[src/rtl/cmos_dvp_tx.sv]
// -----------------------------------------------------------------------------
// cmos_dvp_tx
//
// Sensor-side DVP transmitter. Takes RGB565 pixels from a valid/ready stream
// and drives an 8-bit camera-style parallel bus (VSYNC, HREF, DATA), high byte
// first. Used as a sensor emulator for loopback bring-up of the capture chain
// and as the source for re-transmitting processed frames.
//
// Frame timing is fixed by parameters and never stretches for input stalls.
// When a pixel slot finds no valid input, FILL is sent and UNDERRUN latches.
//
// Optional feature (compile-time macro CMOS_TX_TESTPAT_EN):
//   defined   - iTEST_MODE=1 at frame start selects 8 internal colour bars.
//   undefined - iTEST_MODE is ignored and only the stream input is used.
//
// Ports
//   iCLK         in   bus clock, one byte per cycle (PCLK = iCLK)
//   iRST_N       in   synchronous active-low reset
//   iENABLE      in   run request, sampled in IDLE and at frame end
//   iTEST_MODE   in   colour-bar request (feature builds only)
//   iPIX_DATA    in   16-bit RGB565 pixel
//   iPIX_VALID   in   pixel available
//   oPIX_READY   out  pixel consumed this cycle if valid
//   oCMOS_VSYNC  out  high = sync / inter-frame
//   oCMOS_HREF   out  high while line bytes are on oCMOS_DATA
//   oCMOS_DATA   out  byte bus, 0 whenever HREF is low
//   oFRAME_CNT   out  completed frames, wraps
//   oUNDERRUN    out  sticky underrun flag
// -----------------------------------------------------------------------------
module cmos_dvp_tx #(
  parameter int          H_ACTIVE   = 640,
  parameter int          H_BLANK    = 144,
  parameter int          V_ACTIVE   = 480,
  parameter int          V_SYNC_CYC = 3000,
  parameter int          V_BACK     = 17,
  parameter int          V_FRONT    = 10,
  parameter logic [15:0] FILL       = 16'h0000
) (
  input  logic        iCLK,
  input  logic        iRST_N,
  input  logic        iENABLE,
  input  logic        iTEST_MODE,
  input  logic [15:0] iPIX_DATA,
  input  logic        iPIX_VALID,
  output logic        oPIX_READY,
  output logic        oCMOS_VSYNC,
  output logic        oCMOS_HREF,
  output logic [7:0]  oCMOS_DATA,
  output logic [15:0] oFRAME_CNT,
  output logic        oUNDERRUN
);

  localparam int LINE_LEN = 2 * H_ACTIVE + H_BLANK;
  localparam int HREF_LEN = 2 * H_ACTIVE;
  localparam int V_MAX_AB = (V_ACTIVE > V_BACK) ? V_ACTIVE : V_BACK;
  localparam int V_MAX    = (V_MAX_AB > V_FRONT) ? V_MAX_AB : V_FRONT;

  localparam int HW = $clog2(LINE_LEN) + 1;
  localparam int SW = $clog2(V_SYNC_CYC) + 1;
  localparam int VW = $clog2(V_MAX) + 1;

  localparam logic [HW-1:0] H_LAST      = HW'(LINE_LEN - 1);
  localparam logic [HW-1:0] HREF_END    = HW'(HREF_LEN);
  localparam logic [HW-1:0] HREF_LAST   = HW'(HREF_LEN - 1);
  localparam logic [SW-1:0] SYNC_LAST   = SW'(V_SYNC_CYC - 1);
  localparam logic [VW-1:0] VACT_LAST   = VW'(V_ACTIVE - 1);
  localparam logic [VW-1:0] VBACK_LAST  = VW'((V_BACK > 0) ? V_BACK - 1 : 0);
  localparam logic [VW-1:0] VFRONT_LAST = VW'((V_FRONT > 0) ? V_FRONT - 1 : 0);

  typedef enum logic [2:0] {
    S_IDLE,
    S_VSYNC,
    S_VBACK,
    S_ACTIVE,
    S_VFRONT
  } state_t;

  // Position of the current cycle on the bus; outputs are registered from
  // the position of the following cycle (nxt_*), so they line up exactly.
  state_t        state, nxt_state;
  logic [SW-1:0] sync_cnt, nxt_sync;
  logic [HW-1:0] h_cnt, nxt_h;
  logic [VW-1:0] v_cnt, nxt_v;
  logic          frame_done;
  logic          nxt_href;
  logic          pre_even;
  logic          take;
  logic          bars_on;
  logic [15:0]   bar_color;
  logic [15:0]   pix_word;
  logic [7:0]    lo_byte;

  // NOTE: every signal assigned in this block gets a default first, so no
  // path leaves it unassigned and no latch is inferred.
  always_comb begin
    nxt_state  = state;
    nxt_sync   = sync_cnt;
    nxt_h      = h_cnt;
    nxt_v      = v_cnt;
    frame_done = 1'b0;

    case (state)
      S_IDLE: begin
        if (iENABLE) begin
          nxt_state = S_VSYNC;
          nxt_sync  = '0;
        end
      end
      S_VSYNC: begin
        if (sync_cnt == SYNC_LAST) begin
          nxt_h     = '0;
          nxt_v     = '0;
          nxt_state = (V_BACK > 0) ? S_VBACK : S_ACTIVE;
        end else begin
          nxt_sync = sync_cnt + SW'(1);
        end
      end
      S_VBACK: begin
        if (h_cnt == H_LAST) begin
          nxt_h = '0;
          if (v_cnt == VBACK_LAST) begin
            nxt_v     = '0;
            nxt_state = S_ACTIVE;
          end else begin
            nxt_v = v_cnt + VW'(1);
          end
        end else begin
          nxt_h = h_cnt + HW'(1);
        end
      end
      S_ACTIVE: begin
        if (h_cnt == H_LAST) begin
          nxt_h = '0;
          if (v_cnt == VACT_LAST) begin
            nxt_v = '0;
            if (V_FRONT > 0) nxt_state = S_VFRONT;
            else             frame_done = 1'b1;
          end else begin
            nxt_v = v_cnt + VW'(1);
          end
        end else begin
          nxt_h = h_cnt + HW'(1);
        end
      end
      S_VFRONT: begin
        if (h_cnt == H_LAST) begin
          nxt_h = '0;
          if (v_cnt == VFRONT_LAST) begin
            nxt_v      = '0;
            frame_done = 1'b1;
          end else begin
            nxt_v = v_cnt + VW'(1);
          end
        end else begin
          nxt_h = h_cnt + HW'(1);
        end
      end
      default: nxt_state = S_IDLE;
    endcase

    // iENABLE only matters here and in IDLE, so a frame is never cut short.
    if (frame_done) begin
      nxt_sync  = '0;
      nxt_state = iENABLE ? S_VSYNC : S_IDLE;
    end
  end

  // HREF in the next cycle, and whether that cycle is a high-byte slot.
  assign nxt_href = (nxt_state == S_ACTIVE) && (nxt_h < HREF_END);
  assign take     = nxt_href && !nxt_h[0];

  // True when the next cycle is the one immediately before a high-byte slot:
  // an odd slot that is not the last in the line, the last cycle before an
  // active line (previous line blank, last VBACK cycle, or last VSYNC cycle
  // when VBACK is skipped).
  always_comb begin
    pre_even = 1'b0;
    if (nxt_state == S_ACTIVE && nxt_h < HREF_END && nxt_h[0] && nxt_h != HREF_LAST)
      pre_even = 1'b1;
    if (nxt_state == S_ACTIVE && nxt_h == H_LAST && nxt_v != VACT_LAST)
      pre_even = 1'b1;
    if (nxt_state == S_VBACK && nxt_h == H_LAST && nxt_v == VBACK_LAST)
      pre_even = 1'b1;
    if (nxt_state == S_VSYNC && nxt_sync == SYNC_LAST && V_BACK == 0)
      pre_even = 1'b1;
  end

`ifdef CMOS_TX_TESTPAT_EN
  localparam int BAR_W = (H_ACTIVE >= 8) ? H_ACTIVE / 8 : 1;
  localparam int BW    = $clog2(BAR_W) + 1;
  localparam logic [BW-1:0] BAR_LAST = BW'(BAR_W - 1);

  logic          test_q;
  logic          frame_start;
  logic [BW-1:0] bar_px;
  logic [2:0]    bar_idx;

  assign frame_start = (nxt_state == S_VSYNC) && (state != S_VSYNC);
  // Mode is frozen for the whole frame once VSYNC starts.
  assign bars_on     = frame_start ? iTEST_MODE : test_q;

  always_ff @(posedge iCLK) begin
    if (!iRST_N) begin
      test_q  <= 1'b0;
      bar_px  <= '0;
      bar_idx <= '0;
    end else begin
      if (frame_start) test_q <= iTEST_MODE;
      if (!nxt_href) begin
        bar_px  <= '0;
        bar_idx <= '0;
      end else if (take) begin
        if (bar_px == BAR_LAST) begin
          bar_px  <= '0;
          bar_idx <= bar_idx + 3'd1;
        end else begin
          bar_px <= bar_px + BW'(1);
        end
      end
    end
  end

  always_comb begin
    case (bar_idx)
      3'd0:    bar_color = 16'hFFFF;
      3'd1:    bar_color = 16'hFFE0;
      3'd2:    bar_color = 16'h07FF;
      3'd3:    bar_color = 16'h07E0;
      3'd4:    bar_color = 16'hF81F;
      3'd5:    bar_color = 16'hF800;
      3'd6:    bar_color = 16'h001F;
      default: bar_color = 16'h0000;
    endcase
  end
`else
  logic unused_test_mode;
  assign unused_test_mode = iTEST_MODE;
  assign bars_on          = 1'b0;
  assign bar_color        = 16'h0000;
`endif

  // Underrun substitutes FILL without moving the slot.
  assign pix_word = bars_on ? bar_color : (iPIX_VALID ? iPIX_DATA : FILL);

  // NOTE: sequential state uses non-blocking assignments so every register
  // samples pre-edge values; reset is sampled synchronously on the edge.
  always_ff @(posedge iCLK) begin
    if (!iRST_N) begin
      state       <= S_IDLE;
      sync_cnt    <= '0;
      h_cnt       <= '0;
      v_cnt       <= '0;
      lo_byte     <= '0;
      oPIX_READY  <= 1'b0;
      oCMOS_VSYNC <= 1'b1;
      oCMOS_HREF  <= 1'b0;
      oCMOS_DATA  <= '0;
      oFRAME_CNT  <= '0;
      oUNDERRUN   <= 1'b0;
    end else begin
      state    <= nxt_state;
      sync_cnt <= nxt_sync;
      h_cnt    <= nxt_h;
      v_cnt    <= nxt_v;

      oCMOS_VSYNC <= (nxt_state == S_IDLE) || (nxt_state == S_VSYNC);
      oCMOS_HREF  <= nxt_href;
      oPIX_READY  <= pre_even && !bars_on;

      // High byte goes out the cycle after the handshake, low byte after it.
      if (take) begin
        oCMOS_DATA <= pix_word[15:8];
        lo_byte    <= pix_word[7:0];
      end else if (nxt_href) begin
        oCMOS_DATA <= lo_byte;
      end else begin
        oCMOS_DATA <= '0;
      end

      if (frame_done) oFRAME_CNT <= oFRAME_CNT + 16'd1;
      if (oPIX_READY && !iPIX_VALID) oUNDERRUN <= 1'b1;
    end
  end

endmodule

[config.mk]
export PLATFORM = sky130hd
export DESIGN_NAME = cmos_dvp_tx
export DESIGN_NICKNAME = d
export VERILOG_FILES = /design/src/rtl/cmos_dvp_tx.sv
export SDC_FILE = /design/constraint.sdc
export NUM_CORES = 1
export LEC_CHECK = 0
export ABC_AREA = 1
export BUFFER_PORTS_ARGS = -buffer_cell sky130_fd_sc_hd__buf_2
export CAP_MARGIN = 25
export CORE_UTILIZATION = 50
export DETAILED_ROUTE_END_ITERATION = 10
export MAX_ROUTING_LAYER = met4
export PLACE_DENSITY = 0.78
export SLEW_MARGIN = 10
export SYNTH_ARGS = -nofsm -noshare
export SYNTH_HDL_FRONTEND = slang
export SYNTH_SLANG_ARGS = --single-unit
[constraint.sdc]
create_clock -name iCLK -period 2.31 [get_ports iCLK]
set_clock_uncertainty 0.2 [all_clocks]
set_input_delay 0.231 -clock iCLK [delete_from_list [all_inputs] [get_ports iCLK]]
set_output_delay 0.231 -clock iCLK [all_outputs]
set_load 0.1 [all_outputs]
==> run_results.csv, run 1 <==
group,metric,value,unit
logic_synthesis,synth_common_cells,"nand2_1 (170), nor2_1 (87), inv_1 (85)",
power,switching_power,0.703,mW
sta,timing.hold.ws,164,ps
power,p_seq_frac,0.515,
logic_synthesis,synth_area,4520,µm²
die,dieArea,9430,µm²
sta,slew-limit-headroom,0.474,
logic_synthesis,synth_cell_type_count,46,
cts,htree_levels,3,
status,violations,"setup timing",
logic_synthesis,async_flop_share,0,
setup_path,crit_buf_inv,3,
routing,wl_per_cell,19.8,µm
layout,design_area,6740,µm²
setup_path,reg2reg_depth,16,
sta,fin_ws,-582,ps
setup_path,critical-path-max-stage-delay,420,ps
setup_path,crit_slowest_cell,"dfxtp_1",
setup_path,worstPathMaxFanout,5,
placed_design,place.gp.congestion,0.970,
cts,clk_pin_slew,100,ps
logic_synthesis,yosys_register_bits,74,
cts,clkLatencyLatePin,360,ps
routing,ant_nets,0,
layout,nets,927,
cts,clock-sinks,74,
setup_path,regToRegStartpoint,"state[1]",
layout,drive_gt1_frac,0.386,
cts,root_buffer,"clkbuf_8",
die,fp.dieH,97.1,µm
routing,firstDrtPassIters,6,
routing,routed_wl,20100,µm
die,die_w,97.1,µm
global_routing,met2_usage,0.570,
die,rows,34,
global_routing,grt_most_used_layer,"met2",
global_routing,antenna_found_initial,0,
global_routing,gr-usage-met1,0.382,
min_path,hp-class,"primary input to register",
logic_synthesis,yosysTopAreaCell,"dfxtp_1",
global_routing,grt.overflow.total,0,
routing,viasPerCell,6.25,
cts,numCtsBuffers,9,
sta,hold_viol,0,
die,top_level_ports,49,
setup_path,crit_end,"oPIX_READY",
setup_path,cp.required,2330,ps
layout,area_delta_synth_final,49.1,%
power,switching_share,0.283,
setup_path,critPathKind,"register to register",
global_routing,grt_max_degree,28,
logic_synthesis,yosysWarnings,0,
routing,dr_total_vias,6334,
global_routing,grtUsageTotal,0.331,
sta,rsz0062_at_grt,"yes",
setup_path,arrival,2910,ps
logic_synthesis,synth-edff-count,0,
sta,setup_viol,28,
cts,clockBufferDepth,2,
power,p_comb_frac,0.081,
setup_path,timing.rr.end,"oPIX_READY",
logic_synthesis,syn_inst,700,
power,power_density,368,nW/µm²
placed_design,place_area,5730,µm²
logic_synthesis,yosys.area.top_type_share,0.328,
die,start_util,0.518,
logic_synthesis,seq_area_frac_synth,0.328,
setup_path,path_cells,"nor2_1 -> nand2_2 -> nand3_1 -> buf_4 -> inv_1 -> nand2_1 -> nand3_1 -> nand2_1 -> inv_1 -> nand2_1 -> nor2_1 -> nand3_1 -> nand3_1 -> nand2_1 -> nor2_1 -> nor2_1",
routing,drc,0,
placed_design,io_buffers,47,
setup_path,r2r_slack,-580,ps
power,ir_drop,300,µV
logic_synthesis,synthTopCellsByArea,"dfxtp_1 (33%), nand2_1 (14%), nand3_1 (9.3%), nor2_1 (7.2%), inv_1 (7.1%)",
sta,min_period,2890,ps
die,fp.coreArea,8720,µm²
sta,fmax,346,MHz
power,power,2.48,mW
cts,cts_tree,"yes",
logic_synthesis,synthFlopType,"dfxtp_1",
setup_path,critPathTopFamily,"simple AND/OR/NAND/NOR gates",
setup_path,crit_start,"state[1]",
sta,tightest_slew,784,ps
global_routing,grt_first_pass_wirelength,24700,µm
global_routing,globalRouteMet3Util,0.0439,
status,outcome,"complete, but fails checks",
run,drv_cap,0,
power,internal-power,1.78,mW
sta,drv_slew,0,
global_routing,grt_pass1_vias,5345,
logic_synthesis,yosys.cell_count.top_type,"nand2_1",
placed_design,hpwl,10100,µm
layout,diodes,0,
logic_synthesis,synth_area_per_cell,6.46,µm²
routing,drtIter0Drc,834,
power,clockPowerShare,0.405,
setup_path,cp-end-kind,"register",
setup_path,start_kind,"register",
logic_synthesis,synthesis.nets,727,
setup_path,cp_num_cells,16,
sta,finalCritPeriodShare,1.25,
power,leakagePower,3.06,nW
## timing repair
| item | 4_1_cts | 5_1_grt |
|---|---|---|
| hold buffers | 16 | 0 |
| hold endpoints to repair | 16 | 0 |
| endpoints found under the setup margin | 24 | 35 |
| gates resized for setup | 41 | 99 |
| setup buffers | 10 | 14 |
| pin swaps | 17 | 45 |
## worst min path at each step
stage,slack [ps],cells past startpoint,to,startpoint
6_report,160,4,oFRAME_CNT[5],iRST_N
5_1_grt,170,4,oFRAME_CNT[5],iRST_N
4_1_cts,120,3,lo_byte[4],iPIX_VALID
3_5_place_dp,260,2,oFRAME_CNT[4],oFRAME_CNT[4]
3_3_place_gp,250,2,oUNDERRUN,oUNDERRUN
2_1_floorplan,180,2,oCMOS_DATA[0],iPIX_DATA[8]
## kinds of logic after synthesis
logic type      synth area share
simple gates               0.441
buf+inv                    0.105
compound gates             0.106
flops                      0.328
fa+ha+maj                 0.0166
xor+xnor                 0.00388
## metal layers
layer,share of wire,routed length (µm)
met3,0.11,2180
met4,0.079,1580
met1,0.35,6970
met5,0,0
met2,0.47,9370
## area by class of cell
class | count | area [µm²]
clock inverter | 5 | 37.5
tap | 108 | 135
clock buffer | 11 | 141
timing repair buffer | 207 | 1550
fill | 459 | 1980
multi-input combinational | 512 | 3010
sequential | 74 | 1500
inverter | 96 | 365
## worst register-to-register path, delay by kind of cell (launching register included)
| family | cells | cell delay [ps] |
|---|---|---|
| buffers and inverters | 3 | 400 |
| and+or+nand+nor | 13 | 1730 |
| DFF | 1 | 420 |
## stage by stage
| step | setup WS, ps | util | std cells | setup TNS, ps |
|---|---|---|---|---|
| after floorplan | -50.8 | - | 700 | -50.8 |
| after global placement | -104 | 0.657 | 959 | -1210 |
| after detailed placement | -218 | 0.657 | 959 | -2710 |
| after CTS | -105 | 0.722 | 1001 | -1290 |
| after global routing | -724 | 0.773 | 1013 | -7970 |
| final | -582 | 0.773 | 1013 | -5530 |
## power by group through the flow
stage,registers (mW),clock network (mW),logic [mW]
6_report,1.28,1.00,0.200
5_1_grt,1.28,1.04,0.203
4_1_cts,1.28,0.962,0.164
3_5_place_dp,1.31,0,0.139
3_3_place_gp,1.31,0,0.134
2_1_floorplan,1.31,0,0.0685
## flip-flops by register name (all words and copies together), names as in the netlist
register / cells
oUNDERRUN: 1
state: 3
oCMOS_DATA: 8
lo_byte: 8
h_cnt: 12
oFRAME_CNT: 16
oPIX_READY: 1
oCMOS_HREF: 1
sync_cnt: 13
v_cnt: 10
oCMOS_VSYNC: 1
## cells in the final DEF, fill, tap and decap left out, types with 5 or more instances in the layout
| cell | instances |
|---|---|
| a21oi_1 | 30 |
| o21ai_0 | 21 |
| a21oi_2 | 13 |
| nor3_1 | 11 |
| inv_2 | 12 |
| inv_1 | 80 |
| nand2_1 | 155 |
| nand3_4 | 9 |
| clkbuf_8 | 10 |
| o21ai_2 | 6 |
| nor2_4 | 10 |
| dfxtp_1 | 59 |
| nand2_2 | 18 |
| buf_6 | 11 |
| buf_2 | 47 |
| dlygate4sd3_1 | 16 |
| nand4_1 | 7 |
| dfxtp_2 | 14 |
| buf_4 | 130 |
| nand3_2 | 17 |
| nor3_2 | 5 |
| nor2_1 | 72 |
| nand3_1 | 72 |
| o21ai_1 | 6 |
| nor2_2 | 13 |
Note: power is estimated with default switching activity, not from simulation.
==> run 2, diff against run 1 <==
--- a/config.mk
+++ b/config.mk
@@ -12,6 +12,8 @@
 export DETAILED_ROUTE_END_ITERATION = 10
 export MAX_ROUTING_LAYER = met4
 export PLACE_DENSITY = 0.78
+export REMOVE_ABC_BUFFERS = 1
+export SKIP_LAST_GASP = 1
 export SLEW_MARGIN = 10
 export SYNTH_ARGS = -nofsm -noshare
 export SYNTH_HDL_FRONTEND = slang
==> run 2 against run 1 <==
The flow still finishes with violations (setup timing). Total power is 5.1% higher. Clock-buffer cell count is 2 lower. Utilization is 1.3 points lower. Cell count is 1.8% lower. Register-to-register slack better by 190 ps. Critical endpoint unchanged. Clock power is 14% higher. Design area is 1.7% lower.
==> run_results.csv, run 2 (synthesis gave the netlist of run 1 again) <==
group,metric,value,unit
global_routing,grt_first_pass_wirelength,24500,µm
layout,drive_gt1_frac,0.366,
global_routing,grt_max_degree,28,
die,die_w,97.1,µm
setup_path,crit_start,"h_cnt[5]",
setup_path,path_cells,"buf_4 -> nand3_2 -> inv_2 -> nand3_2 -> buf_4 -> o21ai_1 -> nand3_2 -> nand2_2 -> nor2_4 -> buf_4 -> buf_4 -> buf_4 -> inv_1 -> nor2_2 -> nand3_1 -> nand3_1 -> nand2_1 -> nor2_1 -> nor2_1",
die,start_util,0.518,
global_routing,grt_pass1_vias,5314,
global_routing,grt.overflow.total,0,
cts,clk_pin_slew,80,ps
sta,slew-limit-headroom,0.669,
power,leakagePower,2.97,nW
global_routing,grtUsageTotal,0.328,
layout,largest_register,"oFRAME_CNT",
sta,final.setup.tns,-5450,ps
layout,largest_register_ff_count,16,
min_path,min-delay-start,"iPIX_VALID",
routing,dr_total_vias,5846,
cts,cts_tree,"yes",
placed_design,place.gp.congestion,0.903,
layout,largestRegisters,"oFRAME_CNT x16, sync_cnt x13, h_cnt x12",
placed_design,pre_cts_ws,-187,ps
cts,clockBufferDepth,2,
cts,root_buffer,"clkbuf_8",
setup_path,cp-end-kind,"register",
sta,setup_viol,27,
setup_path,crit_slowest_cell,"dfxtp_2",
sta,fmax,370,MHz
die,fp.coreArea,8720,µm²
status,violations,"setup timing",
sta,timing.hold.ws,152,ps
layout,nets,909,
setup_path,cp.required,2420,ps
layout,design_area,6630,µm²
sta,hold_viol,0,
placed_design,io_buffers,47,
setup_path,crit_top_cell,"buf_4",
setup_path,arrival,2810,ps
cts,numCtsBuffers,9,
setup_path,worstPathMaxFanout,5,
sta,drv_slew,0,
power,ir_drop,348,µV
routing,routed_wl,17300,µm
die,dieArea,9430,µm²
cts,htree_levels,3,
sta,tightest_slew,499,ps
setup_path,critical-path-max-stage-delay,380,ps
placed_design,hpwl,9730,µm
layout,diodes,0,
sta,rsz0062_at_grt,"yes",
routing,drtIter0Drc,646,
routing,viasPerCell,5.88,
sta,finalCritPeriodShare,1.17,
placed_design,place_area,5490,µm²
die,fp.dieH,97.1,µm
die,rows,34,
routing,firstDrtPassIters,6,
status,outcome,"complete, but fails checks",
routing,ant_nets,0,
setup_path,critPathKind,"register to register",
die,top_level_ports,49,
min_path,hp-class,"primary input to register",
sta,min_period,2700,ps
layout,layout_common_cells,"nand2_1 (154), buf_4 (116), inv_1 (79), nor2_1 (70), nand3_1 (69)",
layout,final_common_cell,"nand2_1",
cts,clock-sinks,74,
routing,drc,0,
setup_path,start_kind,"register",
routing,wl_per_cell,17.3,µm
sta,fin_ws,-390,ps
power,power_density,394,nW/µm²
layout,area_delta_synth_final,46.6,%
cts,clkLatencyLatePin,370,ps
setup_path,regToRegStartpoint,"h_cnt[5]",
global_routing,antenna_found_initial,0,
run,drv_cap,0,
run 2: worst paths after layout:
path                                 endpoint  cells after the start  slack, ps
worst min register to register  oCMOS_DATA[0]                      2        280
worst min-delay path            oCMOS_DATA[1]                      3        150
worst max-delay path               oPIX_READY                     19       -390
worst max register to register     oPIX_READY                     19       -390
run 2: power breakdown:
part	switching (mW)	internal (mW)
clock	0.539	0.606
combinational	0.110	0.0761
sequential	0.00371	1.28
run 2: what timing repair did:
action / CTS / global route
setup buffers: 19 / 13
pin swaps: 32 / 49
cloned: 2 / 0
hold buffers: 17 / 0
endpoints found under the hold margin: 17 / 0
gates resized for setup: 54 / 83
setup endpoints to repair: 24 / 36
run 2: final cells by class:
class	instances	area [µm²]
Clock buffer	9	124
Clock inverter	7	93.8
Fill cell	562	2090
Inverter	96	365
Multi-Input combinational cell	513	3010
Sequential cell	74	1500
Tap cell	108	135
Timing Repair Buffer	188	1400
run 2: worst max-delay path: cells and delay by family (launching register included):
kind            cells  cell delay, ps
flops               1             380
compound gates      1             220
simple gates       11             950
buf+inv             7             900
run 2: stage by stage:
| step | instances | util | power, mW |
|---|---|---|---|
| 4_1_cts | 984 | 0.718 | 2.58 |
| 2_1_floorplan | 682 | - | 1.37 |
| 3_5_place_dp | 930 | 0.630 | 1.44 |
| 6_report | 995 | 0.760 | 2.61 |
| 5_1_grt | 995 | 0.760 | 2.67 |
| 3_3_place_gp | 930 | 0.630 | 1.44 |
run 2: metal layers:
metal,global-route usage,part of all wire,vias to the layer above
met5,-,0,-
met4,0.144,0.066,0
met3,0.0475,0.083,147
met2,0.567,0.48,425
met1,0.378,0.37,2635
li1,-,-,2639
